## src/rtl/unidade_writeback_if.sv

```systemverilog
// Bundle of writeback-stage signals: ALU/MDU result ports, scoreboard and
// operand forwarding signals, and the register-file write port.
interface unidade_writeback_if;
  logic        alu_valid;
  logic [4:0]  alu_rd;
  logic [31:0] alu_data;
  logic        mdu_valid;
  logic [4:0]  mdu_rd;
  logic [31:0] mdu_data;
  logic        mdu_ready;
  logic        iss_valid;
  logic [4:0]  iss_rd;
  logic [4:0]  chk_rs;
  logic [4:0]  chk_rt;
  logic        hazard;
  logic [31:0] rf_rs_data;
  logic [31:0] rf_rt_data;
  logic [31:0] fwd_rs_data;
  logic [31:0] fwd_rt_data;
  logic        we;
  logic [4:0]  waddr;
  logic [31:0] wdata;

  modport master (
    output alu_valid, alu_rd, alu_data,
    output mdu_valid, mdu_rd, mdu_data,
    output iss_valid, iss_rd, chk_rs, chk_rt,
    output rf_rs_data, rf_rt_data,
    input  mdu_ready, hazard, fwd_rs_data, fwd_rt_data,
    input  we, waddr, wdata
  );

  modport slave (
    input  alu_valid, alu_rd, alu_data,
    input  mdu_valid, mdu_rd, mdu_data,
    input  iss_valid, iss_rd, chk_rs, chk_rt,
    input  rf_rs_data, rf_rt_data,
    output mdu_ready, hazard, fwd_rs_data, fwd_rt_data,
    output we, waddr, wdata
  );
endinterface

```

## src/rtl/unidade_writeback.sv

```systemverilog
// Writeback arbiter: ALU results take priority, MDU results queue in a small FIFO.
// Pending-write scoreboard for decode hazards; macro WB_BYPASS_EN adds write-port forwarding.
module unidade_writeback #(
  parameter int FIFO_DEPTH = 2
) (
  input logic                  clock,
  input logic                  reset,
  unidade_writeback_if.slave   bus
);
  localparam int PTR_W = (FIFO_DEPTH > 1) ? $clog2(FIFO_DEPTH) : 1;
  localparam int CNT_W = $clog2(FIFO_DEPTH + 1);

  logic [4:0]       fifo_rd   [FIFO_DEPTH];
  logic [31:0]      fifo_data [FIFO_DEPTH];
  logic [PTR_W-1:0] wr_ptr_reg;
  logic [PTR_W-1:0] rd_ptr_reg;
  logic [CNT_W-1:0] count_reg;

  logic        full;
  logic        empty;
  logic        push;
  logic        pop;
  logic [4:0]  head_rd;
  logic [31:0] head_data;

  logic        we_reg;
  logic [4:0]  waddr_reg;
  logic [31:0] wdata_reg;

  logic        pending_reg [1:31];
  logic [31:0] pending;

  assign full      = (count_reg == CNT_W'(FIFO_DEPTH));
  assign empty     = (count_reg == '0);
  // Push is gated on full alone, so a pop in a full cycle never frees room for a same-cycle push.
  assign push      = bus.mdu_valid && !full;
  assign pop       = !bus.alu_valid && !empty;
  assign head_rd   = fifo_rd[rd_ptr_reg];
  assign head_data = fifo_data[rd_ptr_reg];

  assign bus.mdu_ready = !full;

  always_ff @(posedge clock) begin
    if (push) begin
      fifo_rd[wr_ptr_reg]   <= bus.mdu_rd;
      fifo_data[wr_ptr_reg] <= bus.mdu_data;
    end
  end

  always_ff @(posedge clock or posedge reset) begin
    if (reset) begin
      wr_ptr_reg <= '0;
      rd_ptr_reg <= '0;
      count_reg  <= '0;
    end else begin
      if (push) wr_ptr_reg <= wr_ptr_reg + PTR_W'(1);
      if (pop)  rd_ptr_reg <= rd_ptr_reg + PTR_W'(1);
      case ({push, pop})
        2'b10:   count_reg <= count_reg + CNT_W'(1);
        2'b01:   count_reg <= count_reg - CNT_W'(1);
        default: count_reg <= count_reg;
      endcase
    end
  end

  // A winner targeting r0 still updates the address/data but never strobes we.
  always_ff @(posedge clock or posedge reset) begin
    if (reset) begin
      we_reg    <= 1'b0;
      waddr_reg <= '0;
      wdata_reg <= '0;
    end else if (bus.alu_valid) begin
      we_reg    <= (bus.alu_rd != 5'd0);
      waddr_reg <= bus.alu_rd;
      wdata_reg <= bus.alu_data;
    end else if (pop) begin
      we_reg    <= (head_rd != 5'd0);
      waddr_reg <= head_rd;
      wdata_reg <= head_data;
    end else begin
      we_reg    <= 1'b0;
    end
  end

  assign bus.we    = we_reg;
  assign bus.waddr = waddr_reg;
  assign bus.wdata = wdata_reg;

  // Issue sets and MDU pop clears; a coincident set takes precedence.
  assign pending[0] = 1'b0;
  for (genvar gi = 1; gi < 32; gi++) begin : g_pending
    always_ff @(posedge clock or posedge reset) begin
      if (reset) begin
        pending_reg[gi] <= 1'b0;
      end else if (bus.iss_valid && (bus.iss_rd == 5'(gi))) begin
        pending_reg[gi] <= 1'b1;
      end else if (pop && (head_rd == 5'(gi))) begin
        pending_reg[gi] <= 1'b0;
      end
    end
    assign pending[gi] = pending_reg[gi];
  end

  assign bus.hazard = pending[bus.chk_rs] | pending[bus.chk_rt];

`ifdef WB_BYPASS_EN
  assign bus.fwd_rs_data = (we_reg && (waddr_reg == bus.chk_rs) && (bus.chk_rs != 5'd0))
                           ? wdata_reg : bus.rf_rs_data;
  assign bus.fwd_rt_data = (we_reg && (waddr_reg == bus.chk_rt) && (bus.chk_rt != 5'd0))
                           ? wdata_reg : bus.rf_rt_data;
`else
  assign bus.fwd_rs_data = bus.rf_rs_data;
  assign bus.fwd_rt_data = bus.rf_rt_data;
`endif

endmodule
```

## src/flat_wrapper.sv

```systemverilog
// flat-port wrapper written by rule: the top's interface ports become plain ports
module unidade_writeback_flat 
#(
  parameter int FIFO_DEPTH = 2
)
  (clock, reset, bus_alu_valid, bus_alu_rd, bus_alu_data, bus_mdu_valid, bus_mdu_rd, bus_mdu_data, bus_iss_valid, bus_iss_rd, bus_chk_rs, bus_chk_rt, bus_rf_rs_data, bus_rf_rt_data, bus_mdu_ready, bus_hazard, bus_fwd_rs_data, bus_fwd_rt_data, bus_we, bus_waddr, bus_wdata);
  unidade_writeback_if bus_i ();
  input logic clock;
  input logic reset;
  input wire logic [$bits(bus_i.alu_valid)-1:0] bus_alu_valid;
  input wire logic [$bits(bus_i.alu_rd)-1:0] bus_alu_rd;
  input wire logic [$bits(bus_i.alu_data)-1:0] bus_alu_data;
  input wire logic [$bits(bus_i.mdu_valid)-1:0] bus_mdu_valid;
  input wire logic [$bits(bus_i.mdu_rd)-1:0] bus_mdu_rd;
  input wire logic [$bits(bus_i.mdu_data)-1:0] bus_mdu_data;
  input wire logic [$bits(bus_i.iss_valid)-1:0] bus_iss_valid;
  input wire logic [$bits(bus_i.iss_rd)-1:0] bus_iss_rd;
  input wire logic [$bits(bus_i.chk_rs)-1:0] bus_chk_rs;
  input wire logic [$bits(bus_i.chk_rt)-1:0] bus_chk_rt;
  input wire logic [$bits(bus_i.rf_rs_data)-1:0] bus_rf_rs_data;
  input wire logic [$bits(bus_i.rf_rt_data)-1:0] bus_rf_rt_data;
  output wire logic [$bits(bus_i.mdu_ready)-1:0] bus_mdu_ready;
  output wire logic [$bits(bus_i.hazard)-1:0] bus_hazard;
  output wire logic [$bits(bus_i.fwd_rs_data)-1:0] bus_fwd_rs_data;
  output wire logic [$bits(bus_i.fwd_rt_data)-1:0] bus_fwd_rt_data;
  output wire logic [$bits(bus_i.we)-1:0] bus_we;
  output wire logic [$bits(bus_i.waddr)-1:0] bus_waddr;
  output wire logic [$bits(bus_i.wdata)-1:0] bus_wdata;
  assign bus_i.alu_valid = bus_alu_valid;
  assign bus_i.alu_rd = bus_alu_rd;
  assign bus_i.alu_data = bus_alu_data;
  assign bus_i.mdu_valid = bus_mdu_valid;
  assign bus_i.mdu_rd = bus_mdu_rd;
  assign bus_i.mdu_data = bus_mdu_data;
  assign bus_i.iss_valid = bus_iss_valid;
  assign bus_i.iss_rd = bus_iss_rd;
  assign bus_i.chk_rs = bus_chk_rs;
  assign bus_i.chk_rt = bus_chk_rt;
  assign bus_i.rf_rs_data = bus_rf_rs_data;
  assign bus_i.rf_rt_data = bus_rf_rt_data;
  assign bus_mdu_ready = bus_i.mdu_ready;
  assign bus_hazard = bus_i.hazard;
  assign bus_fwd_rs_data = bus_i.fwd_rs_data;
  assign bus_fwd_rt_data = bus_i.fwd_rt_data;
  assign bus_we = bus_i.we;
  assign bus_waddr = bus_i.waddr;
  assign bus_wdata = bus_i.wdata;
  unidade_writeback #(.FIFO_DEPTH(FIFO_DEPTH)) u_core (.clock(clock), .reset(reset), .bus(bus_i));
endmodule
```

## config.mk

```make
export PLATFORM = sky130hd
export DESIGN_NAME = unidade_writeback_flat
export DESIGN_NICKNAME = d
export VERILOG_FILES = /design/src/rtl/unidade_writeback_if.sv /design/src/rtl/unidade_writeback.sv /design/src/flat_wrapper.sv
export SDC_FILE = /design/constraint.sdc
export NUM_CORES = 1
export LEC_CHECK = 0
export BUFFER_PORTS_ARGS = -buffer_cell sky130_fd_sc_hd__buf_4
export CAP_MARGIN = 15
export CORE_ASPECT_RATIO = 0.8
export CORE_MARGIN = 4
export CORE_UTILIZATION = 35
export CTS_CLUSTER_SIZE = 24
export DETAILED_ROUTE_END_ITERATION = 10
export PLACE_DENSITY = 0.59
export SYNTH_ARGS = -nofsm -noshare
export SYNTH_HDL_FRONTEND = slang
export SYNTH_SLANG_ARGS = --single-unit
```

## constraint.sdc

```tcl
create_clock -name clock -period 3.69 [get_ports clock]
set_input_delay 0.369 -clock clock [delete_from_list [all_inputs] [get_ports clock]]
set_output_delay 0.369 -clock clock [all_outputs]
set_load 0.05 [all_outputs]
```

==> results by group <==
Critical path
  • Critical path cell sequence: mux4_1, mux2i_1, o221ai_1, a221o_1, buf_4
  • CP startpoint kind: flip-flop
  • Max stage delay on crit path: between 0.5 and 0.6 ns
  • WP data required: ~3.3 ns
  • Critical path class: reg -> out
  • Buf+Inv Stages, Crit Path: 1
  • CP delay by family, top: multiplexers
  • Worst path arrival time: around 2.3 ns
  • Crit-path slowest cell: mux4_1
  • Critical Path End Type: output pin
  • Crit path max fanout: 3

Logic synthesis
  • Synth Net Count: between 700 and 800
  • Dominant cell type by area after synthesis: edfxtp_1
  • Top-area cell type share of the netlist area: a little under a third
  • Synth Cell Area: between 6000 and 7000 um2
  • Warnings from Yosys: 0
  • Count of state elements after synthesis: between 100 and 150
  • Async S/R FF share, synth: 49.66%
  • Mean Syn Cell Area: between 10 and 15 um2
  • Number of synthesized flops with an enable pin: 74
  • Synth Instances: slightly below 600
  • Post-synth cell types: 38
  • Synth top area cells: edfxtp_1 32%, dfrtp_1 26%, o21ai_0 7.7%
  • Dominant synthesized flop cell: edfxtp_1
  • Sequential share of the synthesized area: a little under 60%

Timing
  • Hold Fails Final Rpt: 0
  • Hold Slack: ~0.12 ns
  • RSZ-0062 raised after global routing: false
  • # setup viols final: 0
  • Worst Clk Skew: 0.01394 ns
  • Minimum clock period: between 2 and 3 ns
  • Slew margin rel.: 36.05%
  • Worst slew pin tran: ~0.96 ns
  • TNS Setup: 0 ns
  • Final slew viol count: 0
  • Tcrit/Tclk final: a little under three quarters
  • FMAX: 377.0 MHz

Pwr
  • Leakage: 3.450 nW
  • Pint: between 0.004 and 0.005 W
  • Net Sw Power: between 0.002 and 0.003 W
  • Sw Ratio: about 38%
  • Seq pwr share: between 30% and 40%
  • Power density over the cells: between 800 and 900 nW/um2
  • Clock power share: about a quarter
  • Worst-case vdd ir drop: roughly 0.46 mV
  • Logic pwr share: between 30 and 40%

CTS
  • Clk_lat worst skew: 0.43 ns
  • Total CTS buffers: 17
  • Worst-path clk slew: around 0.07 ns
  • Post_cts resized: 0
  • Clock sink count: between 100 and 150
  • Hold buffers post-CTS: 0
  • TritonCTS clock tree: yes
  • Clock root cell: clkbuf_16
  • Setup bufs post-CTS: 0
  • Clock Tree Buf Depth: 2
  • H-tree levels: 4

Worst hold path
  • Worst hold path class: in -> reg

Die
  • Core footprint: between 15000 and 20000 um2
  • Site Rows: 45
  • Die height: 134.3 um
  • Initial core utilization: roughly 36%
  • Die X: around 170 um
  • Top Ports: 262
  • DIE AREA: around 22000 um2

Global route
  • Number of global-route vias before repair: roughly 5000
  • Initial antenna violation count: 0
  • First-pass GRT wire length: just under 30000 um
  • Gr ovfl total: 0
  • Largest net degree at the start of global routing: 75
  • GRT Overall Usage: between 15 and 20%

Detailed routing
  • Wire per inst: about 21 um
  • WL final: around 19000 um
  • Vias: 4762
  • Initial drt markers: about 310
  • Via/cell ratio: just over 5
  • Post-route ant nets: 0
  • Drt pass-1 iters: 8
  • Remaining DRCs: 0

Final layout
  • Area Growth Syn to Fin: 19.65%
  • Max reg flops: 64
  • Number of diodes: 0
  • Nets: approximately 810
  • Final Cell Area: about 8400 um2
  • Final Util: roughly 43%
  • Ratio of cells with drive above 1 in the final layout: 29.49%

Placement
  • Detailed placer's ending HPWL: roughly 15000 um
  • Port Buf Inserts: between 100 and 150
  • DP Area: 7729 um2
  • Final GP Congestion: between 0.8 and 0.9

Job
  • # Max-Cap Violations: 0

Outcome
  • Status: complete, no violations
## layout make-up
class / count / area [um2]
fillers: 1817 / 10910
repair buffers: 138 / 1049
inverters: 5 / 18.77
well taps: 258 / 322.8
flip-flops and latches: 147 / 4050
clock inverters: 13 / 148.9
multi-input cells: 346 / 2308
clock buffers: 19 / 452.9
## stage by stage
step                      setup slack, ns  cells  total power (W)
after floorplan                    0.4759    590         0.004480
final                               1.038    926         0.006786
after global routing               0.9862    926         0.007186
after detailed placement            1.259    893         0.005095
after CTS                           1.026    925         0.006836
after global placement              1.282    893         0.005028
## logic make-up (layout without fill, tap and decap cells)
logic type / after synthesis / count (layout) / synth area share [%]
AO/OA/AOI/OAI: 149 / 149 / 11.22
XOR/XNOR: 5 / 5 / 0.6276
adder cells (fa/ha/maj): 1 / 1 / 0.1792
buffers and inverters: 97 / 175 / 9.143
flip-flops: 147 / 147 / 58.01
multiplexers: 67 / 67 / 12.75
AND/OR/NAND/NOR: 124 / 124 / 8.068
## Yosys cell counts (all sizes together) (2+ instances only)
| master | number |
|---|---|
| a2111oi | 2 |
| a21oi | 32 |
| a221o | 2 |
| and2b | 2 |
| buf | 74 |
| clkbuf | 18 |
| dfrtp | 73 |
| edfxtp | 74 |
| inv | 5 |
| mux2 | 7 |
| mux2i | 45 |
| mux4 | 15 |
| nand2 | 54 |
| nand2b | 9 |
| nand3 | 2 |
| nand4 | 9 |
| nand4b | 2 |
| nor2 | 37 |
| nor2b | 2 |
| o21ai | 107 |
| o221ai | 2 |
| or2 | 3 |
| xnor2 | 3 |
| xor2 | 2 |
## path summary, 6_finish.rpt
kind	startpoint	end	slack, ns	cells past startpoint
worst max-delay path	u_core.pending[25]	bus_hazard	1.04	5
worst min-delay path	bus_mdu_data[13]	u_core.fifo_data[0][13]	0.12	1
worst max register to register	u_core.rd_ptr_reg	u_core.pending[1]	1.47	5
worst min register to register	u_core.wr_ptr_reg	u_core.wr_ptr_reg	0.55	1
max in group asynchronous	reset	u_core.rd_ptr_reg	2.78	3
min in group asynchronous	reset	u_core.bus.wdata[9]	0.26	3
## layer usage
metal | routed length (um) | part of all wire (%) | vias up | track usage [%]
met3 | 1481 | 7.7 | 58 | 5.952
met4 | 810 | 4.2 | 0 | 8.704
met5 | 0 | 0 | - | 0.4348
met2 | 9906 | 51 | 184 | 29.78
li1 | - | - | 2204 | -
met1 | 7150 | 37 | 2316 | 18.96
## placed cells by master (no fill, tap or decap), types with 3 or more instances in the layout
cell type / synthesis / final
buf_4: 68 / 137
o21ai_0: 107 / 107
edfxtp_1: 74 / 74
dfrtp_1: 73 / 72
nand2_1: 54 / 54
mux2i_1: 45 / 45
nor2_1: 37 / 35
a21oi_1: 32 / 32
clkbuf_16: 0 / 17
nand2b_1: 9 / 9
nand4_1: 9 / 9
mux4_2: 9 / 9
mux2_2: 7 / 7
mux4_1: 6 / 6
inv_1: 5 / 4
clkinv_4: 0 / 4
xnor2_1: 3 / 3
or2_2: 3 / 3
inv_6: 0 / 3
## power groups by stage
stage | logic, W | registers, W | clock network (W)
floorplan | 0.00151 | 0.00297 | 0
global placement | 0.00240 | 0.00263 | 0
detailed placement | 0.00244 | 0.00265 | 0
CTS | 0.00245 | 0.00262 | 0.00177
global route | 0.00265 | 0.00268 | 0.00185
finish | 0.00243 | 0.00262 | 0.00173
## worst reg2reg max path: cells and delay by family, from the launching register on
| family | cells | cell delay [ns] |
|---|---|---|
| compound gates | 2 | 0.35 |
| buf+inv | 1 | 0.54 |
| flops | 1 | 0.48 |
| mux | 1 | 0.48 |
| simple gates | 1 | 0.24 |
(Power assumes the default switching activity.)
